### config.mk
export PLATFORM = sky130hd
export DESIGN_NAME = axi_burst_master_flat
export DESIGN_NICKNAME = d
export VERILOG_FILES = /design/src/rtl/axi_burst_master_if.sv /design/src/rtl/axi_burst_master.sv /design/src/flat_wrapper.sv
export SDC_FILE = /design/constraint.sdc
export NUM_CORES = 1
export LEC_CHECK = 0
export CAP_MARGIN = 20
export CORE_MARGIN = 10
export CORE_UTILIZATION = 33
export DETAILED_ROUTE_END_ITERATION = 10
export PLACE_DENSITY_LB_ADDON = 0.1
export SETUP_SLACK_MARGIN = 0.4
export SLEW_MARGIN = 20
export SYNTH_ARGS = -nofsm -noshare
export SYNTH_HDL_FRONTEND = slang
export SYNTH_SLANG_ARGS = --single-unit
### constraint.sdc
create_clock -name clk -period 3.1 [get_ports clk]
set_clock_uncertainty 0.05 [all_clocks]
set_input_delay 0.31 -clock clk [delete_from_list [all_inputs] [get_ports clk]]
set_output_delay 0.31 -clock clk [all_outputs]
set_load 0.05 [all_outputs]
### src/rtl/axi_burst_master_if.sv
// AXI4 bus bundle shared by the burst manager and whatever subordinate sits on the other end.
interface axi_if #(
   parameter int unsigned ID_WIDTH   = 4,
   parameter int unsigned ADDR_WIDTH = 32,
   parameter int unsigned DATA_WIDTH = 32
);
   localparam int unsigned STRB_WIDTH = DATA_WIDTH / 8;

   logic [ID_WIDTH-1:0]   arid;
   logic [ADDR_WIDTH-1:0] araddr;
   logic [7:0]            arlen;
   logic [2:0]            arsize;
   logic [1:0]            arburst;
   logic                  arlock;
   logic [3:0]            arcache;
   logic [2:0]            arprot;
   logic [3:0]            arqos;
   logic                  arvalid;
   logic                  arready;

   logic [ID_WIDTH-1:0]   rid;
   logic [DATA_WIDTH-1:0] rdata;
   logic [1:0]            rresp;
   logic                  rlast;
   logic                  rvalid;
   logic                  rready;

   logic [ID_WIDTH-1:0]   awid;
   logic [ADDR_WIDTH-1:0] awaddr;
   logic [7:0]            awlen;
   logic [2:0]            awsize;
   logic [1:0]            awburst;
   logic                  awlock;
   logic [3:0]            awcache;
   logic [2:0]            awprot;
   logic [3:0]            awqos;
   logic                  awvalid;
   logic                  awready;

   logic [DATA_WIDTH-1:0] wdata;
   logic [STRB_WIDTH-1:0] wstrb;
   logic                  wlast;
   logic                  wvalid;
   logic                  wready;

   logic [ID_WIDTH-1:0]   bid;
   logic [1:0]            bresp;
   logic                  bvalid;
   logic                  bready;

   modport m (
      output arid, araddr, arlen, arsize, arburst, arlock, arcache, arprot, arqos, arvalid,
      input  arready,
      input  rid, rdata, rresp, rlast, rvalid,
      output rready,
      output awid, awaddr, awlen, awsize, awburst, awlock, awcache, awprot, awqos, awvalid,
      input  awready,
      output wdata, wstrb, wlast, wvalid,
      input  wready,
      input  bid, bresp, bvalid,
      output bready
   );

   modport s (
      input  arid, araddr, arlen, arsize, arburst, arlock, arcache, arprot, arqos, arvalid,
      output arready,
      output rid, rdata, rresp, rlast, rvalid,
      input  rready,
      input  awid, awaddr, awlen, awsize, awburst, awlock, awcache, awprot, awqos, awvalid,
      output awready,
      input  wdata, wstrb, wlast, wvalid,
      output wready,
      output bid, bresp, bvalid,
      input  bready
   );
endinterface

### src/rtl/axi_burst_master.sv
// AXI4 manager turning a command/stream request into one single-ID INCR burst at a time.
// Completion is a one-cycle done pulse with the worst response code seen in the burst.
module axi_burst_master #(
   parameter int unsigned ID_WIDTH   = 4,
   parameter int unsigned ADDR_WIDTH = 32,
   parameter int unsigned DATA_WIDTH = 32,
   parameter int unsigned TXN_ID     = 0
) (
   input  logic                  clk,
   input  logic                  rst_n,
   input  logic                  cmd_valid,
   output logic                  cmd_ready,
   input  logic                  cmd_write,
   input  logic [ADDR_WIDTH-1:0] cmd_addr,
   input  logic [7:0]            cmd_len,
   input  logic [DATA_WIDTH-1:0] wr_data,
   input  logic                  wr_valid,
   output logic                  wr_ready,
   output logic [DATA_WIDTH-1:0] rd_data,
   output logic                  rd_valid,
   input  logic                  rd_ready,
   output logic                  rd_last,
   output logic                  done,
   output logic [1:0]            resp_err,
   axi_if.m                      axi_m
);
   localparam int unsigned STRB_WIDTH = DATA_WIDTH / 8;
   localparam int unsigned SIZE       = $clog2(STRB_WIDTH);
   localparam logic [ID_WIDTH-1:0] ID = ID_WIDTH'(TXN_ID);

   typedef enum logic [2:0] {IDLE, ADDR_R, DATA_R, ADDR_W, DATA_W, RESP_B} state_t;

   state_t                state;
   logic [ADDR_WIDTH-1:0] addr_q;
   logic [7:0]            len_q;
   logic [8:0]            cnt_q;
   logic [1:0]            err_q;

   logic       len_hit, r_hs, r_end, r_early, w_hs, b_done;
   logic [1:0] r_code, b_code, r_merged, b_merged;

   function automatic logic [1:0] max2(input logic [1:0] a, input logic [1:0] b);
      return (a > b) ? a : b;
   endfunction

   // Per-beat response folding: a foreign ID counts as at least SLVERR.
   assign len_hit  = (cnt_q == {1'b0, len_q});
   assign r_hs     = (state == DATA_R) && axi_m.rvalid && rd_ready;
   assign r_end    = r_hs && (axi_m.rlast || len_hit);
   assign r_early  = r_hs && axi_m.rlast && !len_hit;
   assign w_hs     = (state == DATA_W) && wr_valid && axi_m.wready;
   assign b_done   = (state == RESP_B) && axi_m.bvalid;
   assign r_code   = max2(axi_m.rresp, (axi_m.rid != ID) ? 2'b10 : 2'b00);
   assign b_code   = max2(axi_m.bresp, (axi_m.bid != ID) ? 2'b10 : 2'b00);
   assign r_merged = r_early ? 2'b10 : max2(err_q, r_code);
   assign b_merged = max2(err_q, b_code);

   assign done     = r_end || b_done;
   assign resp_err = r_end ? r_merged : (b_done ? b_merged : 2'b00);

   // Controller state, captured command and running beat/error bookkeeping.
   always_ff @(posedge clk or negedge rst_n) begin
      if (!rst_n) begin
         state     <= IDLE;
         cmd_ready <= 1'b0;
         addr_q    <= '0;
         len_q     <= '0;
         cnt_q     <= '0;
         err_q     <= '0;
      end else begin
         case (state)
            IDLE: begin
               cmd_ready <= 1'b1;
               if (cmd_valid && cmd_ready) begin
                  cmd_ready <= 1'b0;
                  addr_q    <= cmd_addr;
                  len_q     <= cmd_len;
                  cnt_q     <= '0;
                  err_q     <= '0;
                  state     <= cmd_write ? ADDR_W : ADDR_R;
               end
            end
            ADDR_R: if (axi_m.arready) state <= DATA_R;
            DATA_R: begin
               if (r_hs) begin
                  cnt_q <= cnt_q + 9'd1;
                  err_q <= r_merged;
                  if (r_end) begin
                     state     <= IDLE;
                     cmd_ready <= 1'b1;
                  end
               end
            end
            ADDR_W: if (axi_m.awready) state <= DATA_W;
            DATA_W: begin
               if (w_hs) begin
                  cnt_q <= cnt_q + 9'd1;
                  if (len_hit) state <= RESP_B;
               end
            end
            RESP_B: begin
               if (axi_m.bvalid) begin
                  err_q     <= b_merged;
                  state     <= IDLE;
                  cmd_ready <= 1'b1;
               end
            end
            default: state <= IDLE;
         endcase
      end
   end

   // Read address channel
   assign axi_m.arvalid = (state == ADDR_R);
   assign axi_m.arid    = ID;
   assign axi_m.araddr  = addr_q;
   assign axi_m.arlen   = len_q;
   assign axi_m.arsize  = 3'(SIZE);
   assign axi_m.arburst = 2'b01;
   assign axi_m.arlock  = 1'b0;
   assign axi_m.arcache = 4'd0;
   assign axi_m.arprot  = 3'd0;
   assign axi_m.arqos   = 4'd0;

   // Read data is a zero-latency pass-through while a read burst is active.
   assign axi_m.rready = (state == DATA_R) && rd_ready;
   assign rd_valid     = (state == DATA_R) && axi_m.rvalid;
   assign rd_last      = (state == DATA_R) && axi_m.rlast;
   assign rd_data      = axi_m.rdata;

   // Write address channel
   assign axi_m.awvalid = (state == ADDR_W);
   assign axi_m.awid    = ID;
   assign axi_m.awaddr  = addr_q;
   assign axi_m.awlen   = len_q;
   assign axi_m.awsize  = 3'(SIZE);
   assign axi_m.awburst = 2'b01;
   assign axi_m.awlock  = 1'b0;
   assign axi_m.awcache = 4'd0;
   assign axi_m.awprot  = 3'd0;
   assign axi_m.awqos   = 4'd0;

   // Write data and response channels
   assign axi_m.wvalid = (state == DATA_W) && wr_valid;
   assign wr_ready     = (state == DATA_W) && axi_m.wready;
   assign axi_m.wdata  = wr_data;
   assign axi_m.wstrb  = (state == DATA_W) ? {STRB_WIDTH{1'b1}} : {STRB_WIDTH{1'b0}};
   assign axi_m.wlast  = (state == DATA_W) && len_hit;
   assign axi_m.bready = (state == RESP_B);
endmodule

### src/flat_wrapper.sv
// flat-port wrapper written by rule: the top's interface ports become plain ports
module axi_burst_master_flat 
#(
   parameter int unsigned ID_WIDTH   = 4,
   parameter int unsigned ADDR_WIDTH = 32,
   parameter int unsigned DATA_WIDTH = 32,
   parameter int unsigned TXN_ID     = 0
)
  (clk, rst_n, cmd_valid, cmd_ready, cmd_write, cmd_addr, cmd_len, wr_data, wr_valid, wr_ready, rd_data, rd_valid, rd_ready, rd_last, done, resp_err, axi_m_arid, axi_m_araddr, axi_m_arlen, axi_m_arsize, axi_m_arburst, axi_m_arlock, axi_m_arcache, axi_m_arprot, axi_m_arqos, axi_m_arvalid, axi_m_arready, axi_m_rid, axi_m_rdata, axi_m_rresp, axi_m_rlast, axi_m_rvalid, axi_m_rready, axi_m_awid, axi_m_awaddr, axi_m_awlen, axi_m_awsize, axi_m_awburst, axi_m_awlock, axi_m_awcache, axi_m_awprot, axi_m_awqos, axi_m_awvalid, axi_m_awready, axi_m_wdata, axi_m_wstrb, axi_m_wlast, axi_m_wvalid, axi_m_wready, axi_m_bid, axi_m_bresp, axi_m_bvalid, axi_m_bready);
  axi_if #(.ID_WIDTH(ID_WIDTH), .ADDR_WIDTH(ADDR_WIDTH), .DATA_WIDTH(DATA_WIDTH)) axi_m_i ();
  input  logic clk;
  input  logic rst_n;
  input  logic cmd_valid;
  output logic cmd_ready;
  input  logic cmd_write;
  input  logic [ADDR_WIDTH-1:0] cmd_addr;
  input  logic [7:0] cmd_len;
  input  logic [DATA_WIDTH-1:0] wr_data;
  input  logic wr_valid;
  output logic wr_ready;
  output logic [DATA_WIDTH-1:0] rd_data;
  output logic rd_valid;
  input  logic rd_ready;
  output logic rd_last;
  output logic done;
  output logic [1:0] resp_err;
  output wire logic [$bits(axi_m_i.arid)-1:0] axi_m_arid;
  output wire logic [$bits(axi_m_i.araddr)-1:0] axi_m_araddr;
  output wire logic [$bits(axi_m_i.arlen)-1:0] axi_m_arlen;
  output wire logic [$bits(axi_m_i.arsize)-1:0] axi_m_arsize;
  output wire logic [$bits(axi_m_i.arburst)-1:0] axi_m_arburst;
  output wire logic [$bits(axi_m_i.arlock)-1:0] axi_m_arlock;
  output wire logic [$bits(axi_m_i.arcache)-1:0] axi_m_arcache;
  output wire logic [$bits(axi_m_i.arprot)-1:0] axi_m_arprot;
  output wire logic [$bits(axi_m_i.arqos)-1:0] axi_m_arqos;
  output wire logic [$bits(axi_m_i.arvalid)-1:0] axi_m_arvalid;
  input wire logic [$bits(axi_m_i.arready)-1:0] axi_m_arready;
  input wire logic [$bits(axi_m_i.rid)-1:0] axi_m_rid;
  input wire logic [$bits(axi_m_i.rdata)-1:0] axi_m_rdata;
  input wire logic [$bits(axi_m_i.rresp)-1:0] axi_m_rresp;
  input wire logic [$bits(axi_m_i.rlast)-1:0] axi_m_rlast;
  input wire logic [$bits(axi_m_i.rvalid)-1:0] axi_m_rvalid;
  output wire logic [$bits(axi_m_i.rready)-1:0] axi_m_rready;
  output wire logic [$bits(axi_m_i.awid)-1:0] axi_m_awid;
  output wire logic [$bits(axi_m_i.awaddr)-1:0] axi_m_awaddr;
  output wire logic [$bits(axi_m_i.awlen)-1:0] axi_m_awlen;
  output wire logic [$bits(axi_m_i.awsize)-1:0] axi_m_awsize;
  output wire logic [$bits(axi_m_i.awburst)-1:0] axi_m_awburst;
  output wire logic [$bits(axi_m_i.awlock)-1:0] axi_m_awlock;
  output wire logic [$bits(axi_m_i.awcache)-1:0] axi_m_awcache;
  output wire logic [$bits(axi_m_i.awprot)-1:0] axi_m_awprot;
  output wire logic [$bits(axi_m_i.awqos)-1:0] axi_m_awqos;
  output wire logic [$bits(axi_m_i.awvalid)-1:0] axi_m_awvalid;
  input wire logic [$bits(axi_m_i.awready)-1:0] axi_m_awready;
  output wire logic [$bits(axi_m_i.wdata)-1:0] axi_m_wdata;
  output wire logic [$bits(axi_m_i.wstrb)-1:0] axi_m_wstrb;
  output wire logic [$bits(axi_m_i.wlast)-1:0] axi_m_wlast;
  output wire logic [$bits(axi_m_i.wvalid)-1:0] axi_m_wvalid;
  input wire logic [$bits(axi_m_i.wready)-1:0] axi_m_wready;
  input wire logic [$bits(axi_m_i.bid)-1:0] axi_m_bid;
  input wire logic [$bits(axi_m_i.bresp)-1:0] axi_m_bresp;
  input wire logic [$bits(axi_m_i.bvalid)-1:0] axi_m_bvalid;
  output wire logic [$bits(axi_m_i.bready)-1:0] axi_m_bready;
  assign axi_m_arid = axi_m_i.arid;
  assign axi_m_araddr = axi_m_i.araddr;
  assign axi_m_arlen = axi_m_i.arlen;
  assign axi_m_arsize = axi_m_i.arsize;
  assign axi_m_arburst = axi_m_i.arburst;
  assign axi_m_arlock = axi_m_i.arlock;
  assign axi_m_arcache = axi_m_i.arcache;
  assign axi_m_arprot = axi_m_i.arprot;
  assign axi_m_arqos = axi_m_i.arqos;
  assign axi_m_arvalid = axi_m_i.arvalid;
  assign axi_m_i.arready = axi_m_arready;
  assign axi_m_i.rid = axi_m_rid;
  assign axi_m_i.rdata = axi_m_rdata;
  assign axi_m_i.rresp = axi_m_rresp;
  assign axi_m_i.rlast = axi_m_rlast;
  assign axi_m_i.rvalid = axi_m_rvalid;
  assign axi_m_rready = axi_m_i.rready;
  assign axi_m_awid = axi_m_i.awid;
  assign axi_m_awaddr = axi_m_i.awaddr;
  assign axi_m_awlen = axi_m_i.awlen;
  assign axi_m_awsize = axi_m_i.awsize;
  assign axi_m_awburst = axi_m_i.awburst;
  assign axi_m_awlock = axi_m_i.awlock;
  assign axi_m_awcache = axi_m_i.awcache;
  assign axi_m_awprot = axi_m_i.awprot;
  assign axi_m_awqos = axi_m_i.awqos;
  assign axi_m_awvalid = axi_m_i.awvalid;
  assign axi_m_i.awready = axi_m_awready;
  assign axi_m_wdata = axi_m_i.wdata;
  assign axi_m_wstrb = axi_m_i.wstrb;
  assign axi_m_wlast = axi_m_i.wlast;
  assign axi_m_wvalid = axi_m_i.wvalid;
  assign axi_m_i.wready = axi_m_wready;
  assign axi_m_i.bid = axi_m_bid;
  assign axi_m_i.bresp = axi_m_bresp;
  assign axi_m_i.bvalid = axi_m_bvalid;
  assign axi_m_bready = axi_m_i.bready;
  axi_burst_master #(.ID_WIDTH(ID_WIDTH), .ADDR_WIDTH(ADDR_WIDTH), .DATA_WIDTH(DATA_WIDTH), .TXN_ID(TXN_ID)) u_core (.clk(clk), .rst_n(rst_n), .cmd_valid(cmd_valid), .cmd_ready(cmd_ready), .cmd_write(cmd_write), .cmd_addr(cmd_addr), .cmd_len(cmd_len), .wr_data(wr_data), .wr_valid(wr_valid), .wr_ready(wr_ready), .rd_data(rd_data), .rd_valid(rd_valid), .rd_ready(rd_ready), .rd_last(rd_last), .done(done), .resp_err(resp_err), .axi_m(axi_m_i));
endmodule
==> reports/qor.txt, run 1 <==
Outcome = complete, no violations
Fraction of layout cells with a size suffix above 1 = 23.6%
Nets = 606
Filler instances = 1099
PortBufs = 160
Asr flop ratio synth = 100%
Initial antenna violation count = 0
Critical path arrival = 2590 ps
Crit Path Max Fanout = 2
Post-synth EDFFs = 0
Top-area cell type share of the netlist area = 34.7%
Grt ovf = 0
Area leader, netlist = dfrtp_1
Placement Cell Area = 0.00490 mm^2
First-pass GRT wire length = 16900 um
Worst path required time = 2740 ps
Total number of vias = 2834
Slowest stage delay, CP = 320 ps
Num CTS Buffers = 5
Detailed-router iteration count before antenna repair = 4
Synthesis Warnings = 0
Chip width = 130 um
Pwr/cell area = 1310 mW/mm^2
Largest net degree at the start of global routing = 37
Post-DP HPWL = 9050 um
Clock power share = 9.8%
Clock root cell = clkbuf_16
Final Max Slew Viols = 0
Initial Utilization = 34.1%
Max-cap violations = 0
Reg2Reg Setup Slack = 1000 ps
Antenna cells = 0
GRT Util Overall = 12.6%
Finished Layout Cells = 613
Vias/cell = 4.62
Worst path cell trace = clkdlybuf4s15_2 -> nor4_4 -> ha_1 -> mux2i_2 -> nand2_1 -> o21ai_2 -> ha_4 -> nor2_2 -> o22ai_2 -> mux2_4 -> nand3_2 -> o31ai_4 -> buf_12
Post-synth cell types = 48
Critical path's slowest cell = mux2_4
Synth Instances = 399
DR iter-0 viols = 110
Routed len/inst = 18.8 um
Vias in the first global route = 3041
Setup CP Type = in2out
# setup viols final = 0
Fmax achieved = 339 MHz
Cells after DPL = 597
Synth area leaders = dfrtp_1 35%, buf_4 28%, mux2_2 12%, ha_1 2.8%, o21ai_0 2.0%
Floorplan row count = 39
Area of the core = 0.0116 mm^2
Dpl ws = -315 ps
Seq/Total Area, Yosys = 34.7%
Area Growth Syn to Fin = 31.4%
I/O Pins = 331
DIE HEIGHT = 130 um
Post-layout min period = 2950 ps
Number of remaining DRC errors = 0
Final Hold Viols = 0
Die area = 0.0168 mm^2
CTS Hold Bufs = 0
Fin crit share = 95.3%
Final WS setup = 147 ps
Mean Syn Cell Area = 9.94 um^2
Static leakage = 0.00224 uW
Maximum resistive drop on vdd = 0.833 mV
Switching part of the total = 54.4%
Design Area, Final = 0.00521 mm^2
Flop pwr share = 20.2%
GP Congestion = 0.776
Post-Syn Area = 0.00397 mm^2
Hold Path Class = in2async
CP Capture Type = output pin
Slew @ Worst Pin = 679 ps
Skew-Pair Late Insertion Delay = 290 ps
ANT nets after route = 0
Top FF cell, synth = dfrtp_1
H-Tree Depth = 2
Setup crit start kind = primary input
Final wirelength = 11500 um
Comb pwr share = 70.0%
Switch Pwr = 3730 uW
Power Internal = 3120 uW
Max-slew headroom = 54.8%
RSZ-0062 raised after global routing = yes
Seq cells post-synth = 55
Clock tree buffer depth = 2
CTS tree = yes
Reg clk slew, reported paths = 80 ps
Clock Sinks = 55
[cells in the mapped netlist, drive strengths merged, types with 2 or more instances]
cell,number
o21ai,17
o22a,2
nor4,2
xnor2,7
o211ai,2
ha,9
conb,2
buf,156
a221o,2
and2,5
mux2i,3
nand2,13
o21a,2
xor2,3
and3,4
inv,9
o31ai,3
nor3b,2
mux2,43
nand3,8
nor3,4
a21oi,4
dfrtp,55
nor2,18
a31oi,5
o41ai,2
o22ai,4
clkbuf,2
[layer usage]
metal / up-vias / global-route usage (%) / wire [um] / part of all wire, %
met5: - / 0 / 0 / 0
met3: 18 / 6.69 / 1520 / 13
li1: 1296 / - / - / -
met2: 197 / 19.5 / 5060 / 44
met4: 0 / 3.97 / 222 / 1.9
met1: 1323 / 14.8 / 4720 / 41
[cell type report]
type	instances	area, um^2	share of cell area [%]
clock buffer	5	125	2.40
inverter	9	33.8	0.648
multi-input combinational	217	1670	32.0
tap	143	179	3.43
clock inverter	3	50.0	0.960
sequential	55	1380	26.4
timing repair buffer	181	1780	34.1
[layout by cell type, fill, tap and decap left out, types with 3 or more instances in the layout]
master and instances:
a21oi_1 3, a31oi_1 5, and2_1 5, buf_12 4, buf_2 3, buf_4 22
clkbuf_16 5, clkdlybuf4s50_1 141, conb_1 42, dfrtp_1 55, dlygate4sd2_1 4, ha_1 7
inv_1 8, mux2_2 41, nand2_1 13, nand3_1 7, nor2_1 16, o21ai_0 13
o21ai_2 3, o22ai_2 3, xnor2_1 5, xor2_1 3
[registers in the layout (all words and copies together), names as in the netlist]
name / flops
u_core.state: 3
u_core.cmd_ready: 1
u_core.axi_m.arlen: 8
u_core.err_q: 2
u_core.cnt_q: 9
u_core.axi_m.araddr: 32
[cells by family after synthesis]
| family | synth area share, % |
|---|---|
| and+or+nand+nor | 8.24 |
| muxes | 13.1 |
| xor gates and xnor gates | 2.59 |
| buffers and inverters | 30.6 |
| DFF | 34.7 |
| AOI/OAI and AO/OA | 7.76 |
| other | 0.189 |
| adders and majority gates | 2.84 |
[critical path: cells and delay by family]
kind	cells	cell delay [ps]
buf+inv	2	350
mux	2	570
fa+ha+maj	2	550
simple gates	4	560
compound gates	3	260
[metrics by stage]
stage	utilization, %	setup TNS, ps	hold WS, ps	total power (uW)
6_report	44.9	0	5.77	6850
5_1_grt	44.9	0	61.1	7200
4_1_cts	44.5	0	29.1	6900
3_5_place_dp	42.2	-447	349	6150
3_3_place_gp	42.2	-314	346	6150
2_1_floorplan	-	0	-35.6	5140
[final timing paths]
check	start	end	depth (start not counted)
max in group asynchronous	rst_n	u_core.axi_m.arlen[6]	2
min in group clk	u_core.cnt_q[8]	u_core.cnt_q[8]	1
hold / removal	rst_n	u_core.axi_m.araddr[2]	1
setup / recovery	axi_m_bid[0]	resp_err[0]	13
setup reg to reg	u_core.axi_m.arlen[3]	u_core.state[1]	5
hold reg to reg	u_core.cnt_q[8]	u_core.cnt_q[8]	1
[repair_timing]
item | CTS | global route
endpoints found under the setup margin | 6 | 3
pin swaps | 14 | 4
resized for setup | 40 | 9
setup buffers | 8 | 0
[power by group through the flow]
stage / clock, uW / combinational, uW / sequential (uW)
finish: 673 / 4800 / 1380
floorplan: 0 / 2870 / 2270
detailed placement: 0 / 4760 / 1400
global placement: 0 / 4750 / 1400
CTS: 699 / 4800 / 1400
global route: 727 / 5030 / 1440
(Power assumes the default switching activity.)
==> run 2, diff against run 1 <==
CORE_AREA = 10 10 120 122   (was default)
CORE_MARGIN = default   (was 10)
CORE_UTILIZATION = default   (was 33)
DIE_AREA = 0 0 130 132   (was default)
clock period = 3.7 ns   (was 3.1 ns; I/O delays follow)
==> run 2 against run 1 <==
- sequential power down 14%
- power down 18%
- first-iteration DRC count down 53%
- sequential share of layout area up 0.35 points
- critical path type unchanged
- die area up 2.1%
- sequential cell count unchanged
- via count down 0.71%
==> reports/qor.txt, run 2 (synthesized netlist as in run 1, its figures left out) <==
CTS tree = yes
Static leakage = 0.00220 uW
Filler instances = 1178
Fmax achieved = 309 MHz
Maximum resistive drop on vdd = 0.627 mV
Slowest stage delay, CP = 320 ps
Total number of vias = 2814
Number of remaining DRC errors = 0
Clock Sinks = 55
Clock power share = 8.5%
Most frequent cells in the layout = 148 x clkdlybuf4s50_1, 55 x dfrtp_1, 42 x conb_1, 41 x mux2_2, 20 x buf_4
Switching part of the total = 55.2%
Vias/cell = 4.57
Hold Path Class = in2async
H-Tree Depth = 2
Post-DP HPWL = 9070 um
Skew-Pair Late Insertion Delay = 290 ps
Switch Pwr = 3090 uW
CP Capture Type = output pin
Setup crit start kind = primary input
DIE HEIGHT = 132 um
Final wirelength = 11700 um
# setup viols final = 0
Comb pwr share = 70.2%
Commonest non-fill, non-tap cell in the layout = clkdlybuf4s50_1
Pwr/cell area = 1090 mW/mm^2
Area of the core = 0.0119 mm^2
Max-cap violations = 0
Chip width = 130 um
WP buf/inv = 2
Reg clk slew, reported paths = 70 ps
Critical path arrival = 2820 ps
Final Hold Viols = 0
GP Congestion = 0.769
Worst path required time = 3280 ps
Antenna cells = 0
RSZ-0062 raised after global routing = yes
Post-layout power = 5590 uW
Nets = 605
Largest net degree at the start of global routing = 44
Fin crit share = 87.6%
Floorplan row count = 40
First-pass GRT wire length = 17700 um
Flop pwr share = 21.4%
RR Startpoint = u_core.state[1]
Initial antenna violation count = 0
Worst path top cell family by delay = compound AO/OA/AOI/OAI gates
Clock root cell = clkbuf_16
Setup CP Type = in2out
Worst path cell trace = dlygate4sd2_1 -> nor4_4 -> ha_1 -> o21a_1 -> a21oi_2 -> nand2_1 -> o21ai_2 -> ha_1 -> nor2_1 -> o22ai_2 -> mux2i_2 -> o31ai_4 -> buf_12
Post-layout min period = 3240 ps
Number of flip-flops in the largest register = 32
Fraction of layout cells with a size suffix above 1 = 20.7%
PortBufs = 160
Max-slew headroom = 50.2%
Vias in the first global route = 3142
Critical path's slowest cell = nor4_4
Crit Path Max Fanout = 2
Initial Utilization = 33.3%
Final Max Slew Viols = 0
Area Growth Syn to Fin = 29.7%
Die area = 0.0172 mm^2
Clock tree buffer depth = 2
ANT nets after route = 0
Grt ovf = 0
Routed len/inst = 18.9 um
GRT Util Overall = 12.9%
Most used cell, CP = ha_1
I/O Pins = 331
Power Internal = 2500 uW
Detailed-router iteration count before antenna repair = 4
Outcome = complete, no violations
Setup TNS = 0 ps
Crit path from = axi_m_rid[1]
Slew @ Worst Pin = 747 ps
Num CTS Buffers = 5
DR iter-0 viols = 52
## run 2: changes by cell type in the layout (fill, tap and decap cells not counted), moves of 2 or more
cell / change
buf_6: -2
buf_4: -2
clkdlybuf4s50_1: +7
dlygate4sd2_1: +3
clkinv_2: +2
clkdlybuf4s15_2: -2
buf_2: -2
buf_12: -2
## run 2: per-stage QoR
stage / cells / setup slack (ps) / util, % / instance area, um^2 / hold slack, ps
after floorplan: 439 / 450 / - / 4130 / 24.4
final: 616 / 460 / 43.2 / 5140 / 82.6
after global routing: 616 / 339 / 43.2 / 5140 / 140
after global placement: 593 / 218 / 40.2 / 4790 / 436
after CTS: 615 / 449 / 42.8 / 5090 / 117
after detailed placement: 593 / 144 / 40.2 / 4790 / 441
## run 2: what timing repair did
item | CTS | global route
pin swaps | 14 | 7
hold buffers | 0 | 0
setup buffers | 14 | 1
endpoints found under the setup margin | 1 | 2
gates resized for setup | 21 | 7
## run 2: cell type report
type                            count  area, um^2  area share (%)
Clock inverter                      3        18.8           0.365
Clock buffer                        5         125            2.43
Sequential cell                    55        1380            26.8
Timing Repair Buffer              180        1760            34.3
Multi-Input combinational cell    217        1640            31.9
Tap cell                          147         184            3.58
Inverter                            9        33.8           0.657
## run 2: layer usage
metal / share of wire (%) / global-route usage (%)
met5: 0 / 0
met2: 45 / 19.8
met4: 2.4 / 4.63
met3: 15 / 8.21
met1: 38 / 13.9
## run 2: power groups by stage
stage | clock network, uW | registers (uW) | logic [uW]
finish | 473 | 1190 | 3920
floorplan | 0 | 1900 | 2400
global placement | 0 | 1210 | 3890
global route | 523 | 1250 | 4110
CTS | 500 | 1210 | 3950
detailed placement | 0 | 1200 | 3890
## run 2: path summary, 6_finish.rpt
check                                               end  slack, ps  cells past startpoint
min in group clk                        u_core.cnt_q[8]        450                      1
worst max-delay path                        resp_err[0]        460                     13
worst min register to register          u_core.cnt_q[8]        450                      1
worst max register to register          u_core.cnt_q[5]       1550                      6
worst min-delay path             u_core.axi_m.araddr[0]         80                      1
max in group asynchronous       u_core.axi_m.araddr[17]       2700                      2
==> run 3, diff against run 2 <==
PLACE_DENSITY = 0.88   (was default)
PLACE_DENSITY_LB_ADDON = default   (was 0.1)
==> run 3 against run 2 <==
- non-clock buffer count shrank 5
- sequential cell count is the same
- power grew 1.3%
- combinational power grew 2%
- die area is the same
- hold slack lost 44 ps
==> reports/qor.txt, run 3 (synthesized netlist as in run 1, its figures left out) <==
Outcome = complete, no violations
# setup viols final = 0
Critical path arrival = 2790 ps
Pwr/cell area = 1100 mW/mm^2
Num CTS Buffers = 5
Skew-Pair Late Insertion Delay = 300 ps
Post-layout min period = 3210 ps
Commonest non-fill, non-tap cell in the layout = clkdlybuf4s50_1
Setup CP Type = in2out
First-pass GRT wire length = 18300 um
Area of the core = 0.0119 mm^2
Fin crit share = 86.7%
Setup crit start kind = primary input
Routed len/inst = 19.8 um
Die area = 0.0172 mm^2
Flop pwr share = 21.0%
Most frequent cells in the layout = 148 x clkdlybuf4s50_1, 55 x dfrtp_1, 42 x conb_1, 41 x mux2_2, 16 x nor2_1
Setup TNS = 0 ps
Static leakage = 0.00217 uW
Max-slew headroom = 50.7%
Number of flip-flops in the largest register = 32
Clock root cell = clkbuf_16
Crit Path Max Fanout = 2
Placement Cell Area = 0.00478 mm^2
Final Max Slew Viols = 0
Cells after DPL = 592
CP Capture Type = output pin
CTS Hold Bufs = 0
Clock tree buffer depth = 2
Clock Sinks = 55
Largest net degree at the start of global routing = 31
FF-to-FF path depth = 5
Post-DP HPWL = 9540 um
Most Crowded Layer GR = met2
Switch Pwr = 3150 uW
Max-cap violations = 0
Hold Path Class = in2async
H-Tree Depth = 2
M2 GR Usage = 21.3%
ANT nets after route = 0
Chip width = 130 um
Fraction of layout cells with a size suffix above 1 = 20.0%
Fmax achieved = 312 MHz
Total number of vias = 2889
Met3 Track Usage GR = 7.68%
Antenna cells = 0
Reg clk slew, reported paths = 80 ps
Final wirelength = 12100 um
Clock power share = 8.6%
Number of remaining DRC errors = 0
Worst path required time = 3280 ps
Initial antenna violation count = 0
Initial Utilization = 33.3%
CTS tree = yes
Nets = 600
GP Congestion = 0.851
Dpl ws = 81.7 ps
Multi-input logic area = 0.00166 mm^2
Vias/cell = 4.73
Comb pwr share = 70.4%
Vias in the first global route = 3286
RSZ-0062 raised after global routing = yes
DIE HEIGHT = 132 um
Final Hold Viols = 0
PortBufs = 160
DR iter-0 viols = 158
Finished Layout Cells = 611
Area Growth Syn to Fin = 29.3%
Floorplan row count = 40
Grt ovf = 0
Filler instances = 1136
Maximum resistive drop on vdd = 0.728 mV
Design Area, Final = 0.00513 mm^2
Met1 Usage GRT = 14.3%
Switching part of the total = 55.6%
Final WS setup = 491 ps
Power Internal = 2510 uW
Detailed-router iteration count before antenna repair = 4
Slew @ Worst Pin = 736 ps
GRT Util Overall = 13.4%
Reg area = 0.00138 mm^2
I/O Pins = 331
[run 3: cell types whose count changed in the layout (fill, tap and decap cells not counted), sizes merged]
cell           delta
clkbuf            +1
clkinv            -2
buf               -5
clkdlybuf4s15     +1
clkinvlp          +1
dlygate4sd2       -1
[run 3: power by group through the flow]
stage               clock network (uW)  registers [uW]  logic [uW]
floorplan                            0            1900        2400
global placement                     0            1180        3880
detailed placement                   0            1200        3930
CTS                                510            1200        3980
global route                       522            1240        4170
finish                             487            1190        3980
[run 3: layout make-up]
| cell class | count | area share, % |
|---|---|---|
| clock inverters | 2 | 0.317 |
| flip-flops and latches | 55 | 26.8 |
| multi-input cells | 217 | 32.4 |
| repair buffers | 175 | 33.7 |
| inverters | 9 | 0.659 |
| clock buffers | 6 | 2.51 |
| well taps | 147 | 3.59 |
[run 3: per-layer routing]
metal | vias up | routed length, um
met5 | - | 0
met4 | 0 | 291
met3 | 31 | 1550
met2 | 189 | 5790
met1 | 1387 | 4490
li1 | 1282 | -
[run 3: repair_timing]
action	CTS	global route
gates resized for setup	22	10
setup endpoints to repair	1	2
pin swaps	12	10
hold endpoints to repair	0	0
buffers inserted	3	8
[run 3: path summary, 6_finish.rpt]
check | from | to | slack (ps)
hold reg to reg | u_core.cnt_q[8] | u_core.cnt_q[8] | 440
hold / removal | rst_n | u_core.axi_m.araddr[1] | 40
min in group clk | u_core.cnt_q[8] | u_core.cnt_q[8] | 440
setup reg to reg | u_core.state[1] | u_core.state[1] | 1190
setup / recovery | axi_m_rid[0] | resp_err[0] | 490
max in group asynchronous | rst_n | u_core.cnt_q[3] | 2720
[run 3: metrics by stage]
stage	util [%]	power, uW	hold WS [ps]
4_1_cts	42.1	5690	63.7
2_1_floorplan	-	4300	24.4
3_5_place_dp	40.1	5130	393
6_report	43.1	5660	38.6
3_3_place_gp	40.1	5060	378
5_1_grt	43.1	5930	101
[run 3: worst max-delay path: stages]
cell and delay, ps:
dlygate4sd2_1 250, nor4_4 280, buf_4 150, buf_4 90, buf_4 90, buf_4 90
buf_4 90, buf_4 90, buf_4 90, nand2_1 60, o21ai_2 100, ha_4 240
nor2_4 100, o22ai_2 90, mux2i_2 180, o31ai_4 250, buf_12 180
